`config.mk`:
```
export PLATFORM = sky130hd
export DESIGN_NAME = util_trafic_arbiter_flat
export DESIGN_NICKNAME = d
export VERILOG_FILES = /design/src/rtl/util_trafic_pkg.sv /design/src/rtl/util_trafic_arbiter_if.sv /design/src/rtl/util_rr_pick.sv /design/src/rtl/util_trafic_arbiter.sv /design/src/flat_wrapper.sv
export SDC_FILE = /design/constraint.sdc
export NUM_CORES = 1
export LEC_CHECK = 0
export CAP_MARGIN = 0
export CORE_AREA = 2 2 339 341
export CTS_CLUSTER_DIAMETER = 100
export DETAILED_ROUTE_END_ITERATION = 7
export DIE_AREA = 0 0 341 343
export REMOVE_ABC_BUFFERS = 1
export SLEW_MARGIN = 25
export SYNTH_ARGS = -nofsm -noshare
export SYNTH_HDL_FRONTEND = slang
export SYNTH_SLANG_ARGS = --single-unit
```
`constraint.sdc`:
```
create_clock -name clk -period 5.3 [get_ports clk]
set_input_delay 0.53 -clock clk [delete_from_list [all_inputs] [get_ports clk]]
set_output_delay 0.53 -clock clk [all_outputs]
set_load 0.02 [all_outputs]
```
`src/rtl/util_trafic_pkg.sv`:
```
// rtl/util_trafic_pkg.sv - shared FSM encoding and clog2 helper for the traffic arbiter
package util_trafic_pkg;

   typedef enum logic {
      ST_IDLE = 1'b0,
      ST_XFER = 1'b1
   } arb_state_t;

   function automatic int clog2(input int value);
      int r;
      r = 0;
      for (int v = value - 1; v > 0; v = v >> 1) begin
         r = r + 1;
      end
      return r;
   endfunction

endpackage

```
`src/rtl/util_trafic_arbiter_if.sv`:
```
// rtl/util_trafic_arbiter_if.sv - slave-side streams and merged master stream of the arbiter
interface util_trafic_arbiter_if #(
   parameter int NUM_SRC    = 4,
   parameter int TBYTE_NUM  = 16,
   parameter int ID_WIDTH   = 5,
   parameter int DEST_WIDTH = 5
);
   logic [NUM_SRC-1:0]             s_axis_tvalid;
   logic [NUM_SRC-1:0]             s_axis_tready;
   logic [NUM_SRC*TBYTE_NUM*8-1:0] s_axis_tdata;
   logic [NUM_SRC*TBYTE_NUM-1:0]   s_axis_tkeep;
   logic                           m_axis_tvalid;
   logic                           m_axis_tready;
   logic [TBYTE_NUM*8-1:0]         m_axis_tdata;
   logic [TBYTE_NUM-1:0]           m_axis_tkeep;
   logic                           m_axis_tlast;
   logic [ID_WIDTH-1:0]            m_axis_tid;
   logic [DEST_WIDTH-1:0]          m_axis_tdest;

   // master: the arbiter itself; slave: the generators and sink around it
   modport master (
      input  s_axis_tvalid, s_axis_tdata, s_axis_tkeep, m_axis_tready,
      output s_axis_tready, m_axis_tvalid, m_axis_tdata, m_axis_tkeep,
             m_axis_tlast, m_axis_tid, m_axis_tdest
   );

   modport slave (
      output s_axis_tvalid, s_axis_tdata, s_axis_tkeep, m_axis_tready,
      input  s_axis_tready, m_axis_tvalid, m_axis_tdata, m_axis_tkeep,
             m_axis_tlast, m_axis_tid, m_axis_tdest
   );

endinterface

```
`src/rtl/util_rr_pick.sv`:
```
// rtl/util_rr_pick.sv - combinational round-robin priority encoder
module util_rr_pick
   import util_trafic_pkg::*;
#(
   parameter int NUM_SRC = 4
) (
   input  logic [NUM_SRC-1:0]        i_req,
   input  logic [clog2(NUM_SRC)-1:0] i_ptr,
   output logic [clog2(NUM_SRC)-1:0] o_idx,
   output logic                      o_found
);
   localparam int IDX_W = clog2(NUM_SRC);

   logic [IDX_W-1:0] w_cand;
   int               w_pos;

   // Scan from farthest to nearest so the closest request at or above i_ptr wins.
   always_comb begin
      o_idx   = '0;
      o_found = 1'b0;
      w_cand  = '0;
      w_pos   = 0;
      for (int k = NUM_SRC - 1; k >= 0; k--) begin
         w_pos = int'(i_ptr) + k;
         if (w_pos >= NUM_SRC) begin
            w_pos = w_pos - NUM_SRC;
         end
         w_cand = IDX_W'(w_pos);
         if (i_req[w_cand]) begin
            o_idx   = w_cand;
            o_found = 1'b1;
         end
      end
   end

endmodule

```
`src/rtl/util_trafic_arbiter.sv`:
```
// rtl/util_trafic_arbiter.sv - round-robin AXIS burst arbiter; TRAFIC_ARB_STATS_EN adds per-source beat counters
module util_trafic_arbiter
   import util_trafic_pkg::*;
#(
   parameter int NUM_SRC    = 4,
   parameter int TBYTE_NUM  = 16,
   parameter int ID_WIDTH   = 5,
   parameter int DEST_WIDTH = 5,
   parameter int BURST_LEN  = 64,
   parameter int CNT_WIDTH  = 32
) (
   input  logic                          clk,
   input  logic                          rst,
   input  logic                          en,
   input  logic [NUM_SRC-1:0]            src_mask,
   util_trafic_arbiter_if.master         axis,
   output logic                          busy,
   output logic [clog2(NUM_SRC)-1:0]     grant_idx,
   output logic [NUM_SRC*CNT_WIDTH-1:0]  beat_cnt
);
   localparam int IDX_W  = clog2(NUM_SRC);
   localparam int BEAT_W = clog2(BURST_LEN + 1);
   localparam int DATA_W = TBYTE_NUM * 8;

   arb_state_t        r_state;
   logic [IDX_W-1:0]  r_rr_ptr;
   logic [IDX_W-1:0]  r_grant_idx;
   logic [BEAT_W-1:0] r_beat;

   logic [NUM_SRC-1:0]   w_req;
   logic [IDX_W-1:0]     w_pick;
   logic                 w_found;
   logic                 w_xfer;
   logic                 w_hs;
   logic                 w_last;
   logic [IDX_W-1:0]     w_next_ptr;
   logic [DATA_W-1:0]    w_src_data [NUM_SRC];
   logic [TBYTE_NUM-1:0] w_src_keep [NUM_SRC];

   generate
      for (genvar gi = 0; gi < NUM_SRC; gi++) begin : g_slice
         assign w_src_data[gi] = axis.s_axis_tdata[gi*DATA_W +: DATA_W];
         assign w_src_keep[gi] = axis.s_axis_tkeep[gi*TBYTE_NUM +: TBYTE_NUM];
      end
   endgenerate

   assign w_req      = axis.s_axis_tvalid & src_mask;
   assign w_xfer     = (r_state == ST_XFER);
   assign w_hs       = w_xfer & axis.m_axis_tvalid & axis.m_axis_tready;
   assign w_last     = w_xfer & (r_beat == BEAT_W'(BURST_LEN - 1));
   assign w_next_ptr = (r_grant_idx == IDX_W'(NUM_SRC - 1)) ? '0 : r_grant_idx + 1'b1;

   util_rr_pick #(
      .NUM_SRC (NUM_SRC)
   ) u_pick (
      .i_req   (w_req),
      .i_ptr   (r_rr_ptr),
      .o_idx   (w_pick),
      .o_found (w_found)
   );

   always_ff @(posedge clk) begin
      if (rst) begin
         r_state     <= ST_IDLE;
         r_rr_ptr    <= '0;
         r_grant_idx <= '0;
         r_beat      <= '0;
      end else begin
         case (r_state)
            ST_IDLE: begin
               if (en && w_found) begin
                  r_grant_idx <= w_pick;
                  r_beat      <= '0;
                  r_state     <= ST_XFER;
               end
            end
            ST_XFER: begin
               // en and src_mask are not consulted here: a granted burst always runs to tlast.
               if (w_hs) begin
                  r_beat <= r_beat + 1'b1;
                  if (w_last) begin
                     r_rr_ptr <= w_next_ptr;
                     r_state  <= ST_IDLE;
                  end
               end
            end
            default: r_state <= ST_IDLE;
         endcase
      end
   end

   always_comb begin
      axis.s_axis_tready = '0;
      axis.m_axis_tvalid = 1'b0;
      axis.m_axis_tdata  = '0;
      axis.m_axis_tkeep  = '0;
      axis.m_axis_tid    = '0;
      if (w_xfer) begin
         axis.s_axis_tready[r_grant_idx] = axis.m_axis_tready;
         axis.m_axis_tvalid              = axis.s_axis_tvalid[r_grant_idx];
         axis.m_axis_tdata               = w_src_data[r_grant_idx];
         axis.m_axis_tkeep               = w_src_keep[r_grant_idx];
         axis.m_axis_tid                 = ID_WIDTH'(r_grant_idx);
      end
   end

   assign axis.m_axis_tlast = w_last;
   assign axis.m_axis_tdest = '0;
   assign busy              = w_xfer;
   assign grant_idx         = r_grant_idx;

`ifdef TRAFIC_ARB_STATS_EN
   logic [CNT_WIDTH-1:0] r_beat_cnt [NUM_SRC];

   always_ff @(posedge clk) begin
      if (rst) begin
         for (int i = 0; i < NUM_SRC; i++) begin
            r_beat_cnt[i] <= '0;
         end
      end else if (w_hs) begin
         r_beat_cnt[r_grant_idx] <= r_beat_cnt[r_grant_idx] + 1'b1;
      end
   end

   generate
      for (genvar gi = 0; gi < NUM_SRC; gi++) begin : g_stat
         assign beat_cnt[gi*CNT_WIDTH +: CNT_WIDTH] = r_beat_cnt[gi];
      end
   endgenerate
`else
   assign beat_cnt = '0;
`endif

endmodule
```
`src/flat_wrapper.sv`:
```
// flat-port wrapper written by rule: the top's interface ports become plain ports
module util_trafic_arbiter_flat import util_trafic_pkg::*;
#(
   parameter int NUM_SRC    = 4,
   parameter int TBYTE_NUM  = 16,
   parameter int ID_WIDTH   = 5,
   parameter int DEST_WIDTH = 5,
   parameter int BURST_LEN  = 64,
   parameter int CNT_WIDTH  = 32
)
  (clk, rst, en, src_mask, busy, grant_idx, beat_cnt, axis_s_axis_tvalid, axis_s_axis_tdata, axis_s_axis_tkeep, axis_m_axis_tready, axis_s_axis_tready, axis_m_axis_tvalid, axis_m_axis_tdata, axis_m_axis_tkeep, axis_m_axis_tlast, axis_m_axis_tid, axis_m_axis_tdest);
  util_trafic_arbiter_if #(.NUM_SRC(NUM_SRC), .TBYTE_NUM(TBYTE_NUM), .ID_WIDTH(ID_WIDTH), .DEST_WIDTH(DEST_WIDTH)) axis_i ();
  input  logic clk;
  input  logic rst;
  input  logic en;
  input  logic [NUM_SRC-1:0] src_mask;
  output logic busy;
  output logic [clog2(NUM_SRC)-1:0] grant_idx;
  output logic [NUM_SRC*CNT_WIDTH-1:0] beat_cnt;
  input wire logic [$bits(axis_i.s_axis_tvalid)-1:0] axis_s_axis_tvalid;
  input wire logic [$bits(axis_i.s_axis_tdata)-1:0] axis_s_axis_tdata;
  input wire logic [$bits(axis_i.s_axis_tkeep)-1:0] axis_s_axis_tkeep;
  input wire logic [$bits(axis_i.m_axis_tready)-1:0] axis_m_axis_tready;
  output wire logic [$bits(axis_i.s_axis_tready)-1:0] axis_s_axis_tready;
  output wire logic [$bits(axis_i.m_axis_tvalid)-1:0] axis_m_axis_tvalid;
  output wire logic [$bits(axis_i.m_axis_tdata)-1:0] axis_m_axis_tdata;
  output wire logic [$bits(axis_i.m_axis_tkeep)-1:0] axis_m_axis_tkeep;
  output wire logic [$bits(axis_i.m_axis_tlast)-1:0] axis_m_axis_tlast;
  output wire logic [$bits(axis_i.m_axis_tid)-1:0] axis_m_axis_tid;
  output wire logic [$bits(axis_i.m_axis_tdest)-1:0] axis_m_axis_tdest;
  assign axis_i.s_axis_tvalid = axis_s_axis_tvalid;
  assign axis_i.s_axis_tdata = axis_s_axis_tdata;
  assign axis_i.s_axis_tkeep = axis_s_axis_tkeep;
  assign axis_i.m_axis_tready = axis_m_axis_tready;
  assign axis_s_axis_tready = axis_i.s_axis_tready;
  assign axis_m_axis_tvalid = axis_i.m_axis_tvalid;
  assign axis_m_axis_tdata = axis_i.m_axis_tdata;
  assign axis_m_axis_tkeep = axis_i.m_axis_tkeep;
  assign axis_m_axis_tlast = axis_i.m_axis_tlast;
  assign axis_m_axis_tid = axis_i.m_axis_tid;
  assign axis_m_axis_tdest = axis_i.m_axis_tdest;
  util_trafic_arbiter #(.NUM_SRC(NUM_SRC), .TBYTE_NUM(TBYTE_NUM), .ID_WIDTH(ID_WIDTH), .DEST_WIDTH(DEST_WIDTH), .BURST_LEN(BURST_LEN), .CNT_WIDTH(CNT_WIDTH)) u_core (.clk(clk), .rst(rst), .en(en), .src_mask(src_mask), .axis(axis_i), .busy(busy), .grant_idx(grant_idx), .beat_cnt(beat_cnt));
endmodule
```
### Yosys cells after proc, flatten, opt, wreduce, memory -nomap -nowiden

Index checks and enable logic that the tools add are counted.

| storage, ports and cells | value |
|---|---|
| bits in registers | 12 |
| input bits | 588 |
| output and inout port bits | 291 |
| word-level logic and storage cells | 83 |

| cells by class | value |
|---|---|
| add/subtract/negate cells | 9 |
| $lt $le $gt $ge | 11 |
| equality and inequality tests | 4 |
| muxes and demuxes | 43 |
| bitwise logic cells | 7 |
| reduce and logical (&&, ||, !) cells | 5 |

Operator list:

| kind | number |
|---|---|
| $mux 128 | 3 |
| $bmux 128 s2 | 1 |
| $mux 16 | 3 |
| $bmux 16 s2 | 1 |
| $mux 2 | 10 |
| $lt 2x3->1 const B | 5 |
| $mux 1 | 14 |
| $mux 7 | 2 |
| $pmux 7 s2 | 1 |
| $ge 3x3->1 const B | 4 |
| $bmux 1 s2 | 5 |
| $and 4x4->4 | 2 |
| $sub 2x1->2 const B | 4 |
| $add 7x1->7 const B | 1 |
| $eq 7x6->1 const B | 1 |
| $add 2x2->3 const B | 2 |
| $mux 4 | 1 |
| $reduce_and 2->1 | 2 |
| $add 2x1->3 const B | 1 |
| $and 1x1->1 | 3 |
| $ge 2x3->1 const B | 1 |
| $not 2->3 | 1 |
| $reduce_and 3->1 | 1 |
| $add 2x1->2 const B | 1 |
| other kinds (8) | 9 |

### Depth between registers and ports, before layout

Gate-level depths: netlist of run 1.

| depth | value |
|---|---|
| depth in word-level cells | 12 |
| gate-level depth with buffers | 6 |
| depth with buffers taken out | 5 |

### Hierarchy

Synthesis of run 1 repeated with hierarchy kept, for this count alone.

| second synthesis, totals | value |
|---|---|
| cells, all modules | 578 |
| area total of the unflattened synthesis | 6287.3 µm² |

By module, submodules not included:

| module | instances | cells each | area an instance (µm²) | seq. area each (µm²) |
|---|---|---|---|---|
| util_trafic_arbiter | 1 | 565 | 6209.7 | 240.2 |
| util_rr_pick | 1 | 13 | 77.6 | 0.0 |

### Worst setup path before layout of run 1

OpenSTA, ideal clock, no wires.

| path | value |
|---|---|
| path kind | register to output |
| start | register u_core.r_grant_idx[0], in the netlist u_core.grant_idx[0] |
| end | output axis_m_axis_tdata[104] |
| data arrival time | 1.867 ns |
| data required time | 4.770 ns |
| setup slack | 2.903 ns |
| stages on the path, launching flop included | 5 |
| buffers on the path | 2 |
| cell sequence | dfxtp_1 > buf_2 > buf_2 > mux4_2 > and2_1 |

| between the ends | value |
|---|---|
| word-level cells in the longest chain between the ends | 5 |

Ends and longest elaborated chain:

| item | RTL line | source |
|---|---|---|
| start: declaration | util_trafic_arbiter.sv:27 | `logic [IDX_W-1:0] r_grant_idx;` |
| start signal: assignment | util_trafic_arbiter.sv:72 | `r_grant_idx <= w_pick;` |
| $not 2->3 (implied by the code) | util_trafic_arbiter.sv:101 | `axis.m_axis_tdata = w_src_data[r_grant_idx];` |
| $bmux 128 s2 | util_trafic_arbiter.sv:101 |  |
| $mux 128 (implied by the code) (2 in a row) | util_trafic_arbiter.sv:101 |  |
| $mux 128 | util_trafic_arbiter.sv:98 | `if (w_xfer) begin` |
| end: declaration | flat_wrapper.sv:26 | `output wire logic [$bits(axis_i.m_axis_tdata)-1:0] axis_m_axis_tdata;` |

No other way between the ends. The select of a mux whose other input is x is not followed.

### Worst setup path after layout of run 1

| path | value |
|---|---|
| start | register u_core.r_grant_idx[1], in the netlist u_core.grant_idx[1] |
| end | output axis_m_axis_tdata[109] |

Same word-level chain as after synthesis.

==> reports/qor.yml, run 1 <==
end_kind: "output port"
power_density_nw_per_um2: 97.1
relSlewSlack_pct: 40.4
ios: 879
crit_buf_inv: 2
track_usage_pct: 11.4
dp_hpwl_um: 65700
fmax_mhz: 298
core.rowCount: 124
grt_setup_unrepaired: "no"
crit_path_max_incr_delay_ps: 880
max_cap_viol_count: 0
syn_to_final_growth_pct: 143
num_vias: 7865
p_leak_nw: 4.85
cts_buffer_depth: 2
grt_max_degree: 78
insertion_delay_ps: 250
drt-total-wl_um: 70800
p_switching_uw: 552
grt_overflow: 0
critPathKind: "flop to output port"
cts.repair_timing.setup_buffer_count: 0
fin_area_um2: 15000
htreeDepth: 1
crit_family: "buffers and inverters"
yosysWarnings: 0
die_y_um: 343
dieArea_um2: 117000
antenna_found_initial: 75
final_max_slew_viol_count: 0
pwr-share-seq_pct: 8.2
fin_skew_ps: 4.07
die_w_um: 341
ant_nets: 0
gp_congestion: 0.940
synth_area_um2: 6180
avgSynthCellArea_um2: 10.8
drc: 0
cts_tree: "built"
yosys.cell_types.count: 37
crit_path_cell_trace: "buf_4 > mux4_2 > and2_1 > clkdlybuf4s50_1"
worst_pin_slew_ps: 894
grt_pass1_wl_um: 86700
finalSetupViolCount: 0
period_share_pct: 63.3
hold_violations: 0
place_area_um2: 14900
status: "complete, no violations"
ys.flop_type: "dfxtp_1"
drtIter0Drc: 341
hp-class: "flop to flop"
start_util_pct: 5.45
p_sw_share_pct: 37.8
power_frac_clock_pct: 11.0
layout_common_cells: "clkdlybuf4s50_1, and2_1, mux4_2"
synth_edf_count: 0
ys_ff_latch: 12
arrival_ps: 2830
clk_pin_slew_ps: 50
grt_pass1_vias: 8078
final_common_cell: "clkdlybuf4s50_1"
numPortBuffers: 742
core-area_um2: 113000
path_max_fanout: 44
clock-sinks: 12
holdWs_ps: 476
setup.worst_path.start_class: "flop"
ys_seq_area_share_pct: 3.89
cts_resized: 0
cpMaxStageDelayCell: "dfxtp_4"
min_period_ps: 3360
power.internal_uw: 908
via_per_inst: 2.80
drive_gt1_share_pct: 13.0
synthCells: 571
nets: 1868
vdd_drop_max_v: 0.0000595
async_reset_ff_share_pct: 0
cts_hold_buf: 0
p_comb_share_pct: 80.8
wl_per_cell_um: 25.2
cp.required_ps: 4770
cts_buffers: 3
cts_root_buffer: "clkbuf_16"
first_pass_iters: 5
## cell usage after synthesis, types with 3 or more instances
cell / count / share of area [%]
a21oi_1: 10 / 0.81
and2_1: 147 / 15
and3_1: 8 / 0.81
buf_1: 9 / 0.55
buf_2: 15 / 1.2
buf_4: 136 / 17
clkbuf_1: 26 / 1.6
dfxtp_1: 12 / 3.9
ha_1: 5 / 1.0
inv_1: 3 / 0.18
mux4_2: 145 / 53
nand2_1: 8 / 0.49
nand3_1: 8 / 0.65
nor2_1: 8 / 0.49
## final timing paths
check	endpoint	start	slack, ps	cells after the start
max	axis_m_axis_tdata[109]	u_core.grant_idx[1]$_SDFFE_PP0P_	1940	4
min	u_core.r_beat[6]$_SDFFE_PP0P_	u_core.r_beat[6]$_SDFFE_PP0P_	480	1
min reg2reg	u_core.r_beat[6]$_SDFFE_PP0P_	u_core.r_beat[6]$_SDFFE_PP0P_	480	1
max reg2reg	u_core.r_beat[6]$_SDFFE_PP0P_	u_core.busy$_SDFF_PP0_	2830	5
## per-layer routing
layer  vias to the layer above  GRT usage, %  part of all wire, %
li1                       3341             -                    -
met5                         -             0                 0.50
met2                       580          17.6                   43
met3                       119          7.40                   17
met1                      3771          13.7                   39
met4                        54          1.26                  1.5
## sequential cells by signal, summed over array words and instances, names as in the netlist
signal and cells:
u_core.r_beat 7, u_core.grant_idx 2, u_core.r_rr_ptr 2, u_core.busy 1
## metrics by stage
| step | setup WS [ps] | power, mW | setup TNS (ps) | utilization (%) | std cells |
|---|---|---|---|---|---|
| global placement | 2030 | 1.31 | 0 | 13.1 | 2782 |
| detailed placement | 2060 | 1.31 | 0 | 13.1 | 2782 |
| CTS | 1780 | 1.48 | 0 | 13.2 | 2786 |
| floorplan | -2570 | 0.604 | -371480 | - | 519 |
| global route | 1720 | 1.54 | 0 | 13.2 | 2794 |
| finish | 1940 | 1.46 | 0 | 13.3 | 2806 |
## area by class of cell
cell class / instances / area [um2]
fill: 12900 / 98400
sequential: 12 / 251
clock buffer: 4 / 88.8
timing repair buffer: 751 / 7540
tap: 1512 / 1890
multi-input combinational: 504 / 5190
antenna: 20 / 50.0
inverter: 3 / 11.3
## kinds of logic after synthesis
family,Yosys count,synth area share [%]
compound gates,28,3.20
fa+ha+maj,5,1.01
buf+inv,190,20.2
flops,12,3.89
mux,146,53.0
other cells,1,0.0607
simple gates,189,18.6
## power by group through the flow
stage	Sequential [mW]	Clock [mW]	Combinational, mW
after CTS	0.123	0.161	1.19
after detailed placement	0.124	0	1.19
after floorplan	0.143	0	0.461
after global placement	0.125	0	1.19
after global routing	0.123	0.167	1.25
final	0.120	0.161	1.18
## worst reg2reg max path: cells and delay by family (launching register included)
| kind | cells | cell delay (ps) |
|---|---|---|
| flip-flops | 1 | 890 |
| AO/OA/AOI/OAI | 2 | 400 |
| buffers and inverters | 1 | 500 |
| AND/OR/NAND/NOR | 2 | 590 |
Note: power is estimated with default switching activity, not from simulation.
==> inputs of run 2 (changes only) <==
--- a/config.mk
+++ b/config.mk
@@ -6,10 +6,10 @@
 export NUM_CORES = 1
 export LEC_CHECK = 0
 export CAP_MARGIN = 0
-export CORE_AREA = 2 2 339 341
+export CORE_AREA = 2 2 347 349
 export CTS_CLUSTER_DIAMETER = 100
 export DETAILED_ROUTE_END_ITERATION = 7
-export DIE_AREA = 0 0 341 343
+export DIE_AREA = 0 0 349 351
 export REMOVE_ABC_BUFFERS = 1
 export SLEW_MARGIN = 25
 export SYNTH_ARGS = -nofsm -noshare
==> constraint.sdc (replaced) <==
create_clock -name clk -period 2.7 [get_ports clk]
set_input_delay 0.27 -clock clk [delete_from_list [all_inputs] [get_ports clk]]
set_output_delay 0.27 -clock clk [all_outputs]
set_load 0.02 [all_outputs]
==> run 2 against run 1 <==
Net effect:
- worst hold slack worse by 8.9 ps
- first-iteration DRC count is 8.2% higher
- total power is 100% higher
- clock skew is 2.1 ps lower
- largest power group unchanged
- combinational power is 110% higher
- global-route usage is 0.41 points higher
- via count is 2.9% higher
- count of clock-buffer cells in the layout stayed put
- core utilization is 0.37 points lower
- non-clock buffer count is 15 higher
- highest routed layer unchanged
==> reports/qor.yml, run 2 (same netlist as run 1, synthesis figures left out) <==
via_per_inst: 2.83  # was 2.80
dp.cells: 2825  # was 2782
power_density_nw_per_um2: 194  # was 97.1 nW/um2
dieArea_um2: 122000  # was 117000 um2
fin_cells: 2855  # was 2806
cts_buffers: 3  # unchanged
relSlewSlack_pct: 58.0  # was 40.4%
grt_util_met1_pct: 14.5  # was 13.7%
pre_cts_ws_ps: 272  # was 2060 ps
ant_nets: 0  # unchanged
htreeDepth: 1  # unchanged
dp_hpwl_um: 71800  # was 65700 um
path_max_fanout: 17  # was 44
largest_register_ffs: 7  # unchanged
insertion_delay_ps: 240  # was 250 ps
arrival_ps: 2360  # was 2830 ps
regMostFlops: "u_core.r_beat"  # unchanged
crit_path_cell_trace: "buf_12 > buf_16 > mux4_2 > and2_1 > clkdlybuf4s50_1"  # was buf_4 > mux4_2 > and2_1 > clkdlybuf4s50_1
core.rowCount: 127  # was 124
hold_violations: 0  # unchanged
status: "complete, no violations"  # unchanged
num_vias: 8093  # was 7865
syn_to_final_growth_pct: 148  # was 143%
drive_gt1_share_pct: 18.8  # was 13.0%
die_y_um: 351  # was 343 um
drtIter0Drc: 369  # was 341
fin_tns_setup_ps: 0  # unchanged
clk_pin_slew_ps: 50  # about the same
fin_skew_ps: 2.01  # was 4.07 ps
finalSetupViolCount: 0  # unchanged
end_kind: "output port"  # unchanged
drt-total-wl_um: 78000  # was 70800 um
cts_tree: "built"  # unchanged
first_pass_iters: 4  # was 5
r2r-end: "u_core.r_beat[6]$_SDFFE_PP0P_"  # unchanged
setup.worst_path.start_class: "flop"  # unchanged
grt_pass1_vias: 8127  # was 8078
grt_pass1_wl_um: 92600  # was 86700 um
p_leak_nw: 5.32  # was 4.85 nW
cpMaxStageDelayCell: "mux4_2"  # was dfxtp_4
layout_common_cells: "clkdlybuf4s50_1, and2_1, mux4_2"  # unchanged
fin_area_um2: 15300  # was 15000 um2
min_period_ps: 2630
clock-sinks: 12  # unchanged
period_share_pct: 97.3
startpoint: "u_core.grant_idx[0]$_SDFFE_PP0P_"  # was u_core.grant_idx[1]$_SDFFE_PP0P_
cts_root_buffer: "clkbuf_16"  # unchanged
track_usage_pct: 11.9  # was 11.4%
rr_worst_depth: 5  # unchanged
place_area_um2: 15000  # was 14900 um2
r2r-start: "u_core.grant_idx[1]$_SDFFE_PP0P_"  # was u_core.busy$_SDFF_PP0_
cts_buffer_depth: 2  # unchanged
p_total_mw: 2.97  # was 1.46 mW
start_util_pct: 5.19  # was 5.45%
numPortBuffers: 742  # unchanged
grt_max_degree: 92  # was 78
worst_pin_slew_ps: 629  # was 894 ps
max_cap_viol_count: 0  # unchanged
vdd_drop_max_v: 0.000154  # was 0.0000595 V
ios: 879  # unchanged
wl_per_cell_um: 27.3  # was 25.2 um
final_max_slew_viol_count: 0  # unchanged
use_met2_pct: 18.4  # was 17.6%
gp_congestion: 0.886  # was 0.940
nets: 1883  # was 1868
final_common_cell: "clkdlybuf4s50_1"  # unchanged
hp-class: "flop to flop"  # unchanged
setup_ws_ps: 71.7  # was 1940 ps
die_w_um: 349  # was 341 um
drc: 0  # unchanged
core-area_um2: 119000  # was 113000 um2
antenna_found_initial: 87  # was 75
grt_overflow: 0  # unchanged
cp.required_ps: 2430  # was 4770 ps
r2r_slack_ps: 570  # was 2830 ps
critPathKind: "flop to output port"  # unchanged
cp-endpoint: "axis_m_axis_tdata[13]"  # was axis_m_axis_tdata[109]
crit_path_max_incr_delay_ps: 560  # was 880 ps
met3_usage_pct: 7.50  # was 7.40%
fmax_mhz: 380
grt.busiest_layer: "met2"  # unchanged
run 2: changes by cell type in the layout (fill, tap and decap cells not counted):
| cell | change |
|---|---|
| clkbuf_16 | +3 |
| buf_4 | +58 |
| buf_16 | +3 |
| clkdlybuf4s50_1 | -75 |
| buf_6 | +1 |
| buf_12 | +12 |
| dlymetal6s2s_1 | +13 |
| diode_2 | -2 |
run 2: critical path: cells and delay by family, from the launching register on:
family	cells	cell delay, ps
simple gates	1	180
flops	1	470
mux	1	560
buf+inv	3	850
run 2: how the worst min path moves through the flow:
stage	start	end	slack [ps]	cells after the start
3_3_place_gp	u_core.r_beat[6]$_SDFFE_PP0P_	u_core.r_beat[6]$_SDFFE_PP0P_	480	1
6_report	u_core.r_beat[6]$_SDFFE_PP0P_	u_core.r_beat[6]$_SDFFE_PP0P_	470	1
3_5_place_dp	u_core.r_beat[6]$_SDFFE_PP0P_	u_core.r_beat[6]$_SDFFE_PP0P_	460	1
4_1_cts	u_core.r_beat[6]$_SDFFE_PP0P_	u_core.r_beat[6]$_SDFFE_PP0P_	470	1
2_1_floorplan	rst	u_core.r_beat[1]$_SDFFE_PP0P_	340	1
5_1_grt	u_core.r_beat[6]$_SDFFE_PP0P_	u_core.r_beat[6]$_SDFFE_PP0P_	510	1
run 2: area by class of cell:
cell class | instances | area (um2)
Fill cell | 13600 | 104000
Timing Repair Buffer | 766 | 7800
Multi-Input combinational cell | 504 | 5190
Tap cell | 1548 | 1940
Sequential cell | 12 | 251
Clock buffer | 4 | 88.8
Antenna cell | 18 | 45.0
Inverter | 3 | 11.3
run 2: report_power, final:
part / internal, mW / total, mW / switching [mW]
clock network: 0.225 / 0.316 / 0.0910
registers: 0.180 / 0.189 / 0.00937
logic: 1.41 / 2.47 / 1.06
run 2: metal layers:
layer  routed length (um)  vias to the layer above
li1                     -                     3368
met1                30700                     3959
met2                34000                      600
met3                12400                      112
met4                  513                       54
met5                  329                        -
run 2: per-stage QoR:
stage / util [%] / hold slack (ps)
6_report: 12.9 / 467
2_1_floorplan: - / 339
4_1_cts: 12.7 / 467
3_5_place_dp: 12.6 / 457
5_1_grt: 12.8 / 511
3_3_place_gp: 12.6 / 478
run 2: what timing repair did:
| action | 4_1_cts | 5_1_grt |
|---|---|---|
| endpoints found under the hold margin | 0 | 0 |
| hold buffers | 0 | 0 |
| gates resized for setup | 0 | 17 |
| endpoints found under the setup margin | 0 | 11 |
| buffers inserted | 0 | 5 |
==> inputs of run 3 (changes only) <==
--- a/config.mk
+++ b/config.mk
@@ -6,12 +6,13 @@
 export NUM_CORES = 1
 export LEC_CHECK = 0
 export CAP_MARGIN = 0
-export CORE_AREA = 2 2 347 349
+export CORE_AREA = 2 2 340 342
 export CTS_CLUSTER_DIAMETER = 100
 export DETAILED_ROUTE_END_ITERATION = 7
-export DIE_AREA = 0 0 349 351
+export DIE_AREA = 0 0 342 344
 export REMOVE_ABC_BUFFERS = 1
 export SLEW_MARGIN = 25
 export SYNTH_ARGS = -nofsm -noshare
 export SYNTH_HDL_FRONTEND = slang
+export SYNTH_HIERARCHICAL = 1
 export SYNTH_SLANG_ARGS = --single-unit
==> run 3 against run 2 <==
Net effect:
- worst hold slack better by 56 ps
- maximum frequency is 0.84% higher
- sequential share of layout area hardly changed
- wire length is 6.8% lower
- total power is 4.6% higher
- synthesized area is 1.8% higher
- clock skew is 1.1 ps higher
- combinational power is 6% higher
- count of clock-buffer cells in the layout is 1 lower
- critical path type unchanged
- largest power group unchanged
==> reports/qor.yml, run 3 <==
critPathKind: "flop to output port"  # unchanged
relSlewSlack_pct: 48.1  # was 58.0%
grt_pass1_vias: 8091  # was 8127
synthCells: 578  # was 571
grt_max_degree: 60  # was 92
nets: 1887  # was 1883
core-area_um2: 114000  # was 119000 um2
insertion_delay_ps: 250  # was 240 ps
grt_pass1_wl_um: 87900  # was 92600 um
async_reset_ff_share_pct: 0  # unchanged
wl_per_cell_um: 25.8  # was 27.3 um
max_cap_viol_count: 0  # unchanged
yosysWarnings: 6  # was 0
first_pass_iters: 5  # was 4
htreeDepth: 1  # unchanged
cts_buffer_depth: 2  # unchanged
fin_skew_ps: 3.15  # was 2.01 ps
hold_violations: 0  # unchanged
fill_cells: 13000  # was 13600
dp_hpwl_um: 68300  # was 71800 um
drt-total-wl_um: 72800  # was 78000 um
largest_register_ffs: 7  # unchanged
path_max_fanout: 24  # was 17
synth_top_area_share_pct: 51.9  # was 52.9%
fmax_mhz: 384  # was 380 MHz
synth_area_um2: 6290  # was 6180 um2
hp-class: "flop to flop"  # unchanged
r2r_slack_ps: 640  # was 570 ps
ys.flop_type: "dfxtp_1"  # unchanged
status: "complete, no violations"  # unchanged
fin_cells: 2819  # was 2855
numPortBuffers: 742  # unchanged
synthTopCellsByArea: "mux4_2, buf_4, and2_1, dfxtp_1, clkbuf_1"  # unchanged
cts_buffers: 3  # unchanged
ios: 879  # unchanged
worst_pin_slew_ps: 776  # was 629 ps
antenna_found_initial: 85  # was 87
drive_gt1_share_pct: 18.5  # was 18.8%
cp.required_ps: 2430  # about the same
start_util_pct: 5.52  # was 5.19%
drc: 0  # unchanged
core.rowCount: 124  # was 127
avgSynthCellArea_um2: 10.9  # was 10.8 um2
gp_congestion: 0.886  # unchanged
yosys-top-cells-count: "and2_1, buf_4, mux4_2"  # was and2_1, mux4_2, buf_4
dieArea_um2: 118000  # was 122000 um2
cts_root_buffer: "clkbuf_16"  # unchanged
clock-sinks: 12  # unchanged
final_common_cell: "clkdlybuf4s50_1"  # unchanged
arrival_ps: 2340  # was 2360 ps
finalSetupViolCount: 0  # unchanged
synth_edf_count: 0  # unchanged
yosys.area.top_type: "mux4_2"  # unchanged
p_leak_nw: 5.20  # was 5.32 nW
ant_nets: 0  # unchanged
grt_setup_unrepaired: "no"
die_y_um: 344  # was 351 um
grt_overflow: 0  # unchanged
drtIter0Drc: 310  # was 369
ys_seq_area_share_pct: 3.82  # was 3.89%
via_per_inst: 2.85  # was 2.83
end_kind: "output port"  # unchanged
vdd_drop_max_v: 0.000143  # was 0.000154 V
ys_ff_latch: 12  # unchanged
regMostFlops: "u_core/r_beat"  # was u_core.r_beat
yosys.cell_types.count: 37  # unchanged
cts.repair_timing.setup_buffer_count: 0  # unchanged
die_w_um: 342  # was 349 um
period_share_pct: 96.5  # was 97.3%
yosysMostFrequentCell: "and2_1"  # unchanged
fin_tns_setup_ps: 0  # unchanged
syn_to_final_growth_pct: 142  # was 148%
dp.cells: 2801  # was 2825
final_max_slew_viol_count: 0  # unchanged
track_usage_pct: 11.6  # was 11.9%
layout_common_cells: "clkdlybuf4s50_1, and2_1, mux4_2"  # unchanged
clk_pin_slew_ps: 50  # about the same
min_period_ps: 2610  # was 2630 ps
power_density_nw_per_um2: 204  # was 194 nW/um2
num_vias: 8032  # was 8093
setup.worst_path.start_class: "flop"  # unchanged
cts_tree: "built"  # unchanged
[run 3: cell count changes in the layout (fill, tap and decap cells not counted), moves of 3 or more]
cell	before	now
mux2i_1	1	4
nand3_1	8	2
a21oi_1	10	2
clkbuf_16	6	3
nand4_1	0	3
nand2b_1	0	11
dlymetal6s2s_1	13	7
and2_1	147	152
diode_2	18	14
clkdlybuf4s50_1	667	677
[run 3: kinds of logic after synthesis]
logic type / after synthesis / share of synthesized area, %
other: 1 / 0.0596
DFF: 12 / 3.82
muxes: 150 / 52.8
buffers and inverters: 195 / 20.7
AOI/OAI and AO/OA: 16 / 2.27
adders and majority gates: 5 / 0.995
and+or+nand+nor: 199 / 19.3
[run 3: cell type report]
type                    count  area (um2)  area share [%]
repair buffers            766        7700            50.6
clock buffers               3        75.1           0.493
multi-input cells         506        5250            34.5
diodes                     14        35.0           0.230
flip-flops and latches     12         251            1.65
inverters                   5        18.8           0.123
clock inverters             1        3.75          0.0246
well taps                1512        1890            12.4
[run 3: routing by layer]
metal	wire length [um]	up-vias	track usage, %	part of all wire, %
met1	27900	3873	13.6	38
met3	11800	134	7.77	16
li1	-	3358	-	-
met2	31400	601	18.0	43
met4	1240	66	1.27	1.7
met5	442	-	0	0.61
[run 3: power by group]
part | internal (mW) | switching [mW] | total (mW)
Combinational | 1.49 | 1.13 | 2.62
Clock | 0.196 | 0.0890 | 0.285
Sequential | 0.181 | 0.0293 | 0.211
[run 3: what timing repair did]
| item | in CTS | in global routing |
|---|---|---|
| gates resized for setup | 0 | 9 |
| hold buffers | 0 | 0 |
| endpoints found under the setup margin | 0 | 12 |
[run 3: path summary, 6_finish.rpt]
path                                                        from                               to  cells after the start
worst min-delay path               u_core/r_beat[0]$_SDFFE_PP0P_    u_core/r_beat[0]$_SDFFE_PP0P_                      2
worst max-delay path            u_core/grant_idx[0]$_SDFFE_PP0P_           axis_m_axis_tdata[118]                      5
worst min register to register     u_core/r_beat[0]$_SDFFE_PP0P_    u_core/r_beat[0]$_SDFFE_PP0P_                      2
worst max register to register  u_core/grant_idx[0]$_SDFFE_PP0P_  u_core/r_rr_ptr[0]$_SDFFE_PP0P_                      5
[run 3: worst max-delay path, stage by stage, from the launching register on]
cell and delay, ps:
dfxtp_4 390, buf_12 200, buf_16 230, mux4_2 510, and2_1 160, clkdlybuf4s50_1 530
[run 3: through the flow]
stage | setup slack [ps] | power, mW | utilization [%] | hold WS (ps) | cell area [um2]
2_1_floorplan | -5040 | 1.30 | - | 338 | 5510
3_3_place_gp | 305 | 2.87 | 13.3 | 501 | 15100
3_5_place_dp | 301 | 2.88 | 13.3 | 514 | 15100
4_1_cts | 30.9 | 3.18 | 13.3 | 520 | 15200
5_1_grt | 2.53 | 3.31 | 13.4 | 537 | 15200
6_report | 93.6 | 3.11 | 13.4 | 523 | 15200
==> edit 1: new RTL, config.mk and constraints of run 2 <==
Add a define of `TRAFIC_ARB_STATS_EN`.
--- a/src/rtl/util_trafic_arbiter.sv
+++ b/src/rtl/util_trafic_arbiter.sv
@@ -1,3 +1,5 @@
 // rtl/util_trafic_arbiter.sv - round-robin AXIS burst arbiter; TRAFIC_ARB_STATS_EN adds per-source beat counters
+`define TRAFIC_ARB_STATS_EN
+
 module util_trafic_arbiter
    import util_trafic_pkg::*;
Behaviour: not the same (a bounded check fails within 4 cycles, from zero or initial values and one cycle with rst high).
==> edit 1 against run 2 <==
Die area is the same. First-iteration DRC count grew to 3.0 times the old value. Setup slack gained 17 ps. Worst hold slack gained 35 ps. Power grew to 2.7 times the old value. Synthesized cell count grew 64%. Critical path type is now reg -> reg. Wire length grew 47%. Critical endpoint is now u_core.r_beat_cnt[1][24]. Sequential cell count grew 130. Clock skew grew 7.9 ps. Largest cell class unchanged. Area after synthesis grew 88%. Design area grew 54%. Cell count grew 21%. Fmax grew 0.66%.
==> edit 1: results (changes against run 2) <==
cells_and_area:
  reg.largest.list: "u_core.r_beat_cnt x128, u_core.r_beat x7"
  nets: 2451  # +30%
  drive_above_1_share_pct: 21.8  # +3.0 points
  fill_cells: 13000  # -4.4%
power:
  internal-power_w: 0.00559  # +210%
  ir_worst_vdd_uv: 398  # +160%
  p_leak_nw: 8.27  # +55%
placed_design:
  gp_congestion: 1.01  # +14%
  place.port_buffers: 870  # +17%
  placed_cells: 3368  # +19%
  hpwl_mm: 102  # +42%
route:
  routedWlPerCell_microns: 33.2  # +22%
  vias_per_cell: 3.92  # +38%
  wl_mm: 115  # +47%
  drt_first_pass_iters: 6  # +2
  drt-initial-drc-count: 1122  # +200%
worst_setup_path:
  crit_fanout: 10  # -7
  crit_arrival_ps: 2800  # +440 ps
run_status:
  status: "finished, final reports clean"
yosys:
  synth_edf_count: 128  # +128
  ys.flop_type: "edfxtp_1"
  synth_warnings: 0  # unchanged
  synth.distinct_cells: 55  # +49%
  async_flop_share_pct: 0  # unchanged
  yosys-top-cells-count: "mux4_2 (174), and2_1 (158), edfxtp_1 (128)"
  synth-seq-area-share_pct: 35.6  # +32 points
  syn_area_per_cell_sq_um: 12.3  # +14%
  ys_top_cells_by_area: "mux4_2 (34%), edfxtp_1 (33%), and2_1 (8.5%)"
clock_network:
  cts_buffers: 17  # +14
  clock_latency_ps: 430  # +190 ps
  htreeDepth: 4  # +3
  clock-root-buffer: "clkbuf_16"
  clockBufferDepth: 2  # unchanged
  clkSlewWorstSetupHoldPaths_ps: 60
global_routing:
  grt_max_degree: 52  # -43%
  first_global_vias: 13600  # +68%
  grt_usage_pct: 17.8  # +6.0 points
  grt_pass1_wl_mm: 142  # +53%
  antenna_found_initial: 121  # +39%
sta:
  finalClockSkew_ps: 9.87  # +7.86 ps
  slew_headroom_pct: 64.0  # +6.0 points
  setup_viol: 0  # unchanged
min_path:
  hp-class: "reg -> reg"
[edit 1: final timing paths]
kind,from,endpoint,slack [ps],cells after the start
worst max-delay path,register,u_core.r_beat_cnt[1][24],90,9
worst min-delay path,u_core.r_rr_ptr[0],u_core.r_rr_ptr[0],500,2
worst max register to register,register,u_core.r_beat_cnt[1][24],90,9
worst min register to register,u_core.r_rr_ptr[0],u_core.r_rr_ptr[0],500,2
[edit 1: cell type report]
class,count,area share (%)
clock buffers,21,1.91
flip-flops and latches,142,17.5
well taps,1548,8.21
diodes,35,0.371
multi-input cells,702,30.0
clock inverters,11,0.600
repair buffers,981,41.2
inverters,13,0.223
[edit 1: cell families after synthesis]
group	synth area share, %
flops	35.6
buf+inv	4.01
compound gates	5.22
fa+ha+maj	0.648
other cells	0.0324
mux	35.2
simple gates	18.5
xor+xnor	0.756
[edit 1: repair_timing]
item	4_1_cts	5_1_grt
setup endpoints to repair	133	58
hold buffers	0	0
endpoints found under the hold margin	0	0
setup buffers	14	1
cloned	2	1
pin swaps	0	1
resized for setup	99	15
[edit 1: through the flow]
| step | worst slack (ps) | setup TNS, ps | total power [W] | cell area (sq um) |
|---|---|---|---|---|
| 6_report | 88.8 | 0 | 0.00796 | 23600 |
| 5_1_grt | 2.93 | 0 | 0.00821 | 23500 |
| 4_1_cts | 2.11 | 0 | 0.00800 | 23400 |
| 3_5_place_dp | -83.3 | -293 | 0.00563 | 22700 |
| 3_3_place_gp | -14.3 | -27.1 | 0.00564 | 22700 |
| 2_1_floorplan | -7690 | -2390540 | 0.00373 | 11200 |
[edit 1: critical path, stage by stage, from the launching register on]
cell,delay (ps)
dfxtp_4,370
buf_12,160
mux4_2,380
ha_1,170
and4_2,320
nand3_1,240
buf_4,230
o31ai_1,250
buf_4,170
a21oi_1,60
[edit 1: power groups by stage]
stage / Combinational (W) / Clock [W] / Sequential, W
after floorplan: 0.000960 / 0 / 0.00277
after global placement: 0.00301 / 0 / 0.00262
after detailed placement: 0.00301 / 0 / 0.00262
after CTS: 0.00304 / 0.00240 / 0.00256
after global routing: 0.00317 / 0.00247 / 0.00257
final: 0.00302 / 0.00238 / 0.00256
[edit 1: routing by layer]
metal,up-vias,global-route usage (%),share of wire [%]
li1,5564,-,-
met1,6745,18.8,35
met2,937,29.2,47
met3,244,9.76,13
met4,60,7.72,4.6
met5,-,0.942,0.44
==> edit 2: new RTL, flow settings as in run 2 <==
Made on the original files. `CNT_WIDTH` is set to 32 in 2 places; all go to 16.
--- a/src/rtl/util_trafic_arbiter.sv
+++ b/src/rtl/util_trafic_arbiter.sv
@@ -8,5 +8,5 @@
    parameter int DEST_WIDTH = 5,
    parameter int BURST_LEN  = 64,
-   parameter int CNT_WIDTH  = 32
+   parameter int CNT_WIDTH  = 16
 ) (
    input  logic                          clk,
--- a/src/flat_wrapper.sv
+++ b/src/flat_wrapper.sv
@@ -7,5 +7,5 @@
    parameter int DEST_WIDTH = 5,
    parameter int BURST_LEN  = 64,
-   parameter int CNT_WIDTH  = 32
+   parameter int CNT_WIDTH  = 16
 )
   (clk, rst, en, src_mask, busy, grant_idx, beat_cnt, axis_s_axis_tvalid, axis_s_axis_tdata, axis_s_axis_tkeep, axis_m_axis_tready, axis_s_axis_tready, axis_m_axis_tvalid, axis_m_axis_tdata, axis_m_axis_tkeep, axis_m_axis_tlast, axis_m_axis_tid, axis_m_axis_tdest);
Ports: changed (resized beat_cnt); port bits go from 879 to 815. No check against the original RTL was run, so the function may have changed too.
==> edit 2 against run 2 <==
Sequential cell count unchanged. Synthesized cell count down 11%. Design area down 2.1%. Fmax about the same. First-iteration DRC count down 11%. Critical path depth down 1. Register-to-register slack worse by 20 ps. Power down 3.7%. Setup slack better by 1.2 ps. Area after synthesis down 7.8%. Wire length down 2.6%.
==> edit 2: results (changes against run 2) <==
run_status:
  status: "finished, final reports clean"
global_routing:
  grt_usage_pct: 11.7  # -0.19 points
  met1_usage_pct: 13.7  # -0.81 points
  antenna_found_initial: 97  # +11%
  grt_pass1_wl_mm: 91.2  # -1.5%
  use_met2_pct: 18.0  # -0.38 points
  groute.layer.met3.usage_pct: 7.43  # -0.063 points
  first_global_vias: 8205  # +0.96%
  grt_max_degree: 53  # -42%
placed_design:
  hpwl_mm: 71.5  # -0.40%
  dpl_worst_slack_ps: 208  # -64.7 ps
  place.port_buffers: 742  # unchanged
  gp_congestion: 0.923  # +4.2%
  placed_cells: 2770  # -1.9%
route:
  vias_per_cell: 2.85  # +0.61%
  drt-initial-drc-count: 328  # -11%
  routedWlPerCell_microns: 27.2  # -0.59%
  drt_first_pass_iters: 4  # unchanged
  wl_mm: 76.0  # -2.6%
power:
  switching_share_pct: 37.0  # -2.0 points
  net-switching-power_w: 0.00106  # -8.6%
  ir_worst_vdd_uv: 133  # -14%
  p_leak_nw: 4.91  # -7.7%
  combPwrFrac_pct: 82.2  # -0.8 points
  clkPwrFrac_pct: 10.9  # +0.3 points
yosys:
  synth_cells: 507  # -11%
  synth-seq-area-share_pct: 4.22  # +0.33 points
  ys_top_cells_by_area: "mux4_2 (57%), and2_1 (16%), buf_4 (9.5%)"
  yosys-top-cells-count: "and2_1 (147), mux4_2 (145), buf_4 (72)"
  synthesis.area_sq_um: 5700  # -7.8%
sta:
  worst_pin_slew_ps: 591  # -37.5 ps
  finalClockSkew_ps: 1.66  # -0.351 ps
cells_and_area:
  nets: 1824  # -3.1%
  drive_above_1_share_pct: 19.9  # +1.1 points
worst_setup_path:
  worst_path_max_delay_cell: "clkdlybuf4s50_1"
  reg2reg_depth: 6  # +1
  cpPeakStageDelay_ps: 700  # +140 ps
  crit_fanout: 10  # -7
min_path:
  hp-class: "reg -> reg"
  hold_depth: 1  # unchanged
clock_network:
  clockBufferDepth: 2  # unchanged
  htreeDepth: 1  # unchanged
edit 2: cell types whose count changed after synthesis, sizes merged:
cell,delta
buf,-64
edit 2: routing by layer:
layer | part of all wire (%) | vias up
met1 | 39 | 3785
met5 | 0.58 | -
li1 | - | 3324
met2 | 42 | 635
met3 | 16 | 170
met4 | 2.7 | 66
edit 2: layout make-up:
type,count,area [sq um]
Clock buffer,4,88.8
Sequential cell,12,251
Fill cell,13500,104000
Timing Repair Buffer,771,7710
Tap cell,1548,1940
Inverter,3,11.3
Antenna cell,20,50.0
Multi-Input combinational cell,440,4950
edit 2: metrics by stage:
| stage | cell area, sq um | hold slack (ps) | setup TNS (ps) |
|---|---|---|---|
| final | 15000 | 471 | 0 |
| after global routing | 15000 | 520 | 0 |
| after CTS | 14900 | 470 | 0 |
| after detailed placement | 14800 | 466 | 0 |
| after global placement | 14800 | 459 | 0 |
| after floorplan | 5200 | 339 | -757750 |
edit 2: worst paths after layout:
kind | start | slack (ps) | end
worst max register to register | u_core.grant_idx[1] | 550 | u_core.r_beat[6]
worst min register to register | u_core.r_beat[6] | 470 | u_core.r_beat[6]
worst max-delay path | u_core.grant_idx[0] | 70 | axis_m_axis_tkeep[15]
worst min-delay path | u_core.r_beat[6] | 470 | u_core.r_beat[6]
edit 2: logic make-up after synthesis:
family / Yosys count / share of synthesized area, %
AND/OR/NAND/NOR: 189 / 20.1
multiplexers: 146 / 57.5
buffers and inverters: 126 / 13.5
AO/OA/AOI/OAI: 28 / 3.47
flip-flops: 12 / 4.22
adder cells (fa/ha/maj): 5 / 1.10
other: 1 / 0.0658
edit 2: repair_timing:
action | CTS | global route
buffers inserted | 0 | 3
gates resized for setup | 0 | 2
hold buffers | 0 | 0
setup endpoints to repair | 0 | 8
